==> config.mk <==
export PLATFORM = sky130hd
export DESIGN_NAME = driver_pipe
export DESIGN_NICKNAME = d
export VERILOG_FILES = /design/src/rtl/driver_pipe.sv
export SDC_FILE = /design/constraint.sdc
export NUM_CORES = 1
export LEC_CHECK = 0
export CAP_MARGIN = 25
export CELL_PAD_IN_SITES_DETAIL_PLACEMENT = 0
export CELL_PAD_IN_SITES_GLOBAL_PLACEMENT = 1
export CORE_AREA = 2 2 170 172
export CTS_CLUSTER_DIAMETER = 60
export DETAILED_ROUTE_END_ITERATION = 12
export DIE_AREA = 0 0 172 174
export PLACE_DENSITY = 0.74
export SLEW_MARGIN = 0
export SYNTH_ARGS = -nofsm -noshare
export SYNTH_HDL_FRONTEND = slang
export SYNTH_SLANG_ARGS = --single-unit
export TNS_END_PERCENT = 50
==> constraint.sdc <==
create_clock -name clk_dut -period 3.9 [get_ports clk_dut]
set_clock_uncertainty 0.15 [all_clocks]
set_input_delay 0.78 -clock clk_dut [delete_from_list [all_inputs] [get_ports clk_dut]]
set_output_delay 0.78 -clock clk_dut [all_outputs]
set_load 0.05 [all_outputs]
==> src/rtl/driver_pipe.sv <==
// Operand driver: picks an operand pair (random / directed / corner sweep / hold) for the DUT
// and forwards a LATENCY-delayed copy to the monitor. Define DRIVER_PARITY_EN for o_delayed_parity.
module driver_pipe #(
  parameter int WIDTH   = 32,
  parameter int LATENCY = 1,
  parameter int CNT_W   = 16
) (
  input  logic             clk_dut,
  input  logic             reset_dut,
  input  logic             i_en,
  input  logic [1:0]       i_mode,
  input  logic [WIDTH-1:0] i_rand_a,
  input  logic [WIDTH-1:0] i_rand_b,
  input  logic [WIDTH-1:0] i_dir_a,
  input  logic [WIDTH-1:0] i_dir_b,
  output logic [WIDTH-1:0] o_drive_a,
  output logic [WIDTH-1:0] o_drive_b,
  output logic             o_drive_valid,
  output logic [WIDTH-1:0] o_drive_delayed_a,
  output logic [WIDTH-1:0] o_drive_delayed_b,
  output logic             o_delayed_valid,
`ifdef DRIVER_PARITY_EN
  output logic             o_delayed_parity,
`endif
  output logic [CNT_W-1:0] o_vec_count
);

  localparam logic [1:0] MODE_RAND  = 2'b00;
  localparam logic [1:0] MODE_DIR   = 2'b01;
  localparam logic [1:0] MODE_SWEEP = 2'b10;
`ifdef DRIVER_PARITY_EN
  localparam int DW = 2*WIDTH + 2;
`else
  localparam int DW = 2*WIDTH + 1;
`endif

  logic [3:0]       idx_reg;
  logic [3:0]       idx_eff;
  logic [WIDTH-1:0] last_a_reg;
  logic [WIDTH-1:0] last_b_reg;
  logic [WIDTH-1:0] hold_a;
  logic [WIDTH-1:0] hold_b;
  logic [CNT_W-1:0] count_reg;
  logic [DW-1:0]    entry_in;
  logic [DW-1:0]    stage_reg [LATENCY];

  function automatic logic [WIDTH-1:0] corner(input logic [1:0] sel);
    logic [WIDTH-1:0] val;
    case (sel)
      2'd0:    val = '0;
      2'd1:    val = {{(WIDTH-1){1'b0}}, 1'b1};
      2'd2:    val = '1;
      default: val = {1'b1, {(WIDTH-1){1'b0}}};
    endcase
    return val;
  endfunction

  // Reset is made visible to the mux immediately so sweep/hold show their cleared state during reset.
  always_comb begin
    idx_eff = reset_dut ? 4'd0 : idx_reg;
    hold_a  = reset_dut ? '0 : last_a_reg;
    hold_b  = reset_dut ? '0 : last_b_reg;
    o_drive_a = hold_a;
    o_drive_b = hold_b;
    case (i_mode)
      MODE_RAND: begin
        o_drive_a = i_rand_a;
        o_drive_b = i_rand_b;
      end
      MODE_DIR: begin
        o_drive_a = i_dir_a;
        o_drive_b = i_dir_b;
      end
      MODE_SWEEP: begin
        o_drive_a = corner(idx_eff[3:2]);
        o_drive_b = corner(idx_eff[1:0]);
      end
      default: ;
    endcase
  end

  assign o_drive_valid = i_en & ~reset_dut;

  always_ff @(posedge clk_dut) begin
    if (reset_dut) begin
      idx_reg    <= 4'd0;
      last_a_reg <= '0;
      last_b_reg <= '0;
      count_reg  <= '0;
    end else begin
      if (i_mode != MODE_SWEEP)
        idx_reg <= 4'd0;
      else if (i_en)
        idx_reg <= idx_reg + 4'd1;
      if (i_en && (i_mode != 2'b11)) begin
        last_a_reg <= o_drive_a;
        last_b_reg <= o_drive_b;
      end
      if (i_en && (count_reg != '1))
        count_reg <= count_reg + CNT_W'(1);
    end
  end

  assign o_vec_count = count_reg;

`ifdef DRIVER_PARITY_EN
  assign entry_in = {o_drive_a, o_drive_b, o_drive_valid, ^{o_drive_a, o_drive_b}};
  assign {o_drive_delayed_a, o_drive_delayed_b, o_delayed_valid, o_delayed_parity} = stage_reg[LATENCY-1];
`else
  assign entry_in = {o_drive_a, o_drive_b, o_drive_valid};
  assign {o_drive_delayed_a, o_drive_delayed_b, o_delayed_valid} = stage_reg[LATENCY-1];
`endif

  // Free-running shift: stalls enter as valid=0 bubbles, mirroring the DUT pipeline.
  always_ff @(posedge clk_dut) begin
    if (reset_dut) begin
      for (int i = 0; i < LATENCY; i++)
        stage_reg[i] <= '0;
    end else begin
      stage_reg[0] <= entry_in;
      for (int i = 1; i < LATENCY; i++)
        stage_reg[i] <= stage_reg[i-1];
    end
  end

endmodule

---- Word level (Yosys, flattened, before mapping) ----
Memory sizes are Yosys's and may differ from the RTL's.
Cells that the tools add are included.
word-level totals
  register bits ........................... 84
  bits in latches ......................... 0
  RAM bits ................................ 65
  bits in read-only memories .............. 0
  input bits .............................. 133
  output and inout port bits .............. 146
  logic and storage cells ................. 37
  memories kept ........................... 1
cells by class
  add/sub/neg operators ................... 2
  multiply operators ...................... 0
  divide/modulo/power cells ............... 0
  $lt $le $gt $ge ......................... 0
  eq/ne operators ......................... 9
  shifts and indexed selects .............. 0
  muxes and demuxes ....................... 12
  bitwise logic cells ..................... 2
  reduce and logical (&&, ||, !) cells .... 7
memories
  memory     words  width  read ports  clocked after memory_dff  write ports  line  RTL
  stage_reg  1      65     1           0                         1            45    logic [DW-1:0] stage_reg [LATENCY];
operators with widths
  operator               count
  $pmux 32 s3            4
  $mux 65                1
  $reduce_or 65->1       1
  $mux 32                2
  $add 16x1->16 const B  1
  $ne 16x16->1 const B   1
  $eq 2x1->1 const B     3
  $eq 2x2->1 const B     3
  $logic_not 2->1        3
  $add 4x1->4 const B    1
  $mux 1                 4
  $mux 4                 1
  $ne 2x2->1 const B     2
  $logic_and 1x1->1      2
  $reduce_or 2->1        1
  $and 1x1->1            1
  $not 1->1              1

---- Longest topological paths before layout ----
  word-level depth ........................ 5
  depth in mapped cells ................... 10
  depth with buffers taken out ............ 5

---- Worst setup path after synthesis ----
OpenSTA, ideal clock, no wires.
  path type ............................... input-to-output
  start point ............................. input reset_dut
  end point ............................... output o_drive_b[0]
  data arrival time ....................... 2.642 ns
  required time ........................... 2.970 ns
  path slack .............................. 0.328 ns
  stages .................................. 8
  buffers on the path ..................... 4
  path through ............................ buf_4 > buf_6 > buf_2 > clkbuf_1 > nand2b_1 > ha_1 > mux4_2 > inv_1
between the ends
  word-level cells in the longest chain between the ends .. 4
  elaborated cells on any way between the ends .. 7
  classes of those cells .................. eq/ne: 2; mux: 4; reduce/logical: 1
ends and longest elaborated chain
  element                             line  RTL
  start, declared                     9     input logic reset_dut,
  $mux 4                              60    idx_eff = reset_dut ? 4'd0 : idx_reg;
  $eq 2x2->1 (tied with other cells)  49    case (sel)
  $pmux 32 s3                         49
  $pmux 32 s3 (*)                     65    case (i_mode)
  end, declared                       17    output logic [WIDTH-1:0] o_drive_b,
Mark *: on every way between the ends. The rest lies on a longest branch, timed or not.

---- Worst setup path in the final report ----
  start point ............................. input reset_dut
  end point ............................... output o_drive_b[11]
Same word-level chain as after synthesis.

==> reports/metrics.yaml <==
status:
  status: "finished, final reports clean"
grt:
  grt_max_degree: 142
  antenna_found_initial: 1
  grt_pass1_wl_mm: 34.4
  overflow: 0
  grt_usage_pct: 14.9
  grt_pass1_vias: 6057
clock_network:
  clock-sinks: 149
  clk-insertion-delay-late_ns: 0.41
  tritoncts: "yes"
  clkTransAtPathRegs_ns: 0.06
  cts-root-buf: "clkbuf_16"
  cts_setup_buffers: 0
  hold_buffers: 0
  cts_buffer_depth: 2
  cts_resized: 0
  htreeDepth: 4
  cts_buffers: 17
yosys:
  synthFlopType: "dfxtp_1"
  ys_types: 43
  yosysMostFrequentCell: "dfxtp_1"
  synthMuxAreaShare_pct: 21.1
  synth_top_area_share_pct: 42.8
  synth-adder-area-share_pct: 0.718
  yosys.area_share.simple_pct: 27.6
  synth_edf_count: 0
  synth_xor_area_share_pct: 0.503
  yosys.area.top_type: "dfxtp_1"
  yosys_register_bits: 149
  synthCells: 690
  synth.avg_cell_area_um2: 10.1
  synth_compound_area_share_pct: 2.89
  synth_top_cells_by_area: "dfxtp_1 (43%), mux4_2 (21%), nor2b_1 (12%)"
  yosys_warnings: 0
  synth_common_cells: "dfxtp_1 (149), nor2_1 (136), nor2b_1 (129)"
  syn-cell-area_um2: 6970
  synth_top_family_by_area: "simple AND/OR/NAND/NOR gates"
  seq_area_frac_synth_pct: 42.8
  synth_nets: 827
  async_flop_share_pct: 0
die:
  core_um2: 28200
  dieArea_um2: 29900
  die_h_um: 174
  start_util_pct: 24.7
  placementRows: 62
  ioPinCount: 279
  die_w_um: 172
detailed_routing:
  via_per_inst: 4.44
  drc: 0
  drt_iter0_drc: 239
  avgRoutedWirePerCell_um: 16.6
  ant_nets: 0
  num_vias: 5974
  routed_wl_mm: 22.4
  firstDrtPassIters: 4
critical_path:
  crit_chain: "buf_6 -> nand2b_1 -> ha_1 -> buf_16 -> mux4_2 -> buf_12"
  reg2reg_depth: 6
  rr_endpoint: "last_b_reg[8]"
  required_ns: 2.97
  rrSetupSlack_ns: 1.68
  critPathSlowestCell: "mux4_2"
  cp_slowest_stage_delay_ns: 0.52
  cp-end-kind: "output port"
  critical_path_peak_fanout: 16
  worstSetupPathType: "in -> out"
  rr_startpoint: "idx_reg[1]"
  cp-start-kind: "primary input"
  cp_data_arrival_time_ns: 2.46
power:
  p_leak_nw: 4.25
  power_density_nw_per_um2: 387
  p_total_mw: 4.38
  peakVddDrop_mv: 0.226
placed_design:
  numPortBuffers: 278
  gp_congestion: 0.772
  dp_hpwl_mm: 15.8
sta:
  relSlewSlack_pct: 54.9
  fin_crit_ns: 3.39
  finalHoldViolations: 0
  slew_viol_final: 0
  worst_pin_slew_ns: 0.676
  fin_crit_sh_pct: 87.0
  rsz0062_at_grt: "no"
  timing.fmax_mhz: 295
  setup_viol: 0
  fin_tns_setup_ns: 0
min_path:
  worstHoldStart: "last_b_reg[0]"
  min_to: "last_b_reg[0]"
  hp-class: "reg -> reg"
  holdPathStages: 2
cells_and_area:
  largest_register_ffs: 65
  finalNetCount: 1085
  diodes: 0
  syn2layout_area_growth_pct: 62.7
  drive_above_1_share_pct: 19.6
run:
  cap_violations: 0
[final cells by class]
cell class	instances	area [um2]
sequential	149	2980
fill	2747	16900
clock inverter	14	119
inverter	9	33.8
multi-input combinational	475	3690
clock buffer	18	439
timing repair buffer	296	3600
tap	384	480
[report_power, final]
group / switching (mW) / internal, mW / total, mW
clock network: 0.725 / 0.849 / 1.57
logic: 0.620 / 0.550 / 1.17
registers: 0.0325 / 1.61 / 1.64
total: 1.38 / 3.01 / 4.38
[per-stage QoR]
step / hold slack (ns) / util (%) / instances / area [um2] / worst slack (ns)
4_1_cts: 0.331 / 40.2 / 1345 / 11300 / 0.498
5_1_grt: 0.347 / 40.2 / 1345 / 11300 / 0.445
3_5_place_dp: 0.315 / 38.2 / 1313 / 10800 / 0.502
6_report: 0.324 / 40.2 / 1345 / 11300 / 0.507
3_3_place_gp: 0.314 / 38.1 / 1312 / 10800 / 0.129
2_1_floorplan: 0.296 / - / 690 / 6970 / 0.328
[kinds of logic after synthesis]
| logic type | after synthesis |
|---|---|
| simple gates | 373 |
| buf+inv | 66 |
| fa+ha+maj | 4 |
| xor+xnor | 4 |
| compound gates | 27 |
| flops | 149 |
| mux | 67 |
[worst max-delay path, delay by kind of cell]
family                   cells  cell delay (ns)
buffers and inverters        3             0.57
multiplexers                 1             0.52
AND/OR/NAND/NOR              1             0.14
adder cells (fa/ha/maj)      1             0.43
[layer usage]
metal | track usage, % | part of all wire, % | vias to the layer above
met3 | 4.67 | 7.3 | 15
met4 | 4.13 | 1.4 | 2
met5 | 0 | 0.058 | -
met1 | 18.1 | 43 | 2856
li1 | - | - | 2914
met2 | 25.3 | 49 | 187
[worst max-delay path by stage]
stage          startpoint            end  slack (ns)
6_report        reset_dut  o_drive_b[11]        0.51
3_3_place_gp    reset_dut   o_drive_b[5]        0.13
3_5_place_dp    reset_dut   o_drive_b[8]        0.50
4_1_cts         reset_dut   o_drive_b[5]        0.50
2_1_floorplan   reset_dut   o_drive_b[0]        0.33
5_1_grt         reset_dut   o_drive_b[9]        0.44
[cell usage in the layout, fill, tap and decap left out, types with 9 or more instances in the layout]
cell type | netlist | layout
clkdlybuf4s50_1 | 0 | 211
dfxtp_1 | 149 | 149
nor2_1 | 136 | 136
nor2b_1 | 129 | 129
buf_12 | 0 | 66
nor3_1 | 65 | 65
mux4_2 | 64 | 64
clkbuf_16 | 0 | 17
buf_4 | 6 | 17
inv_1 | 9 | 9
(Power assumes the default switching activity.)
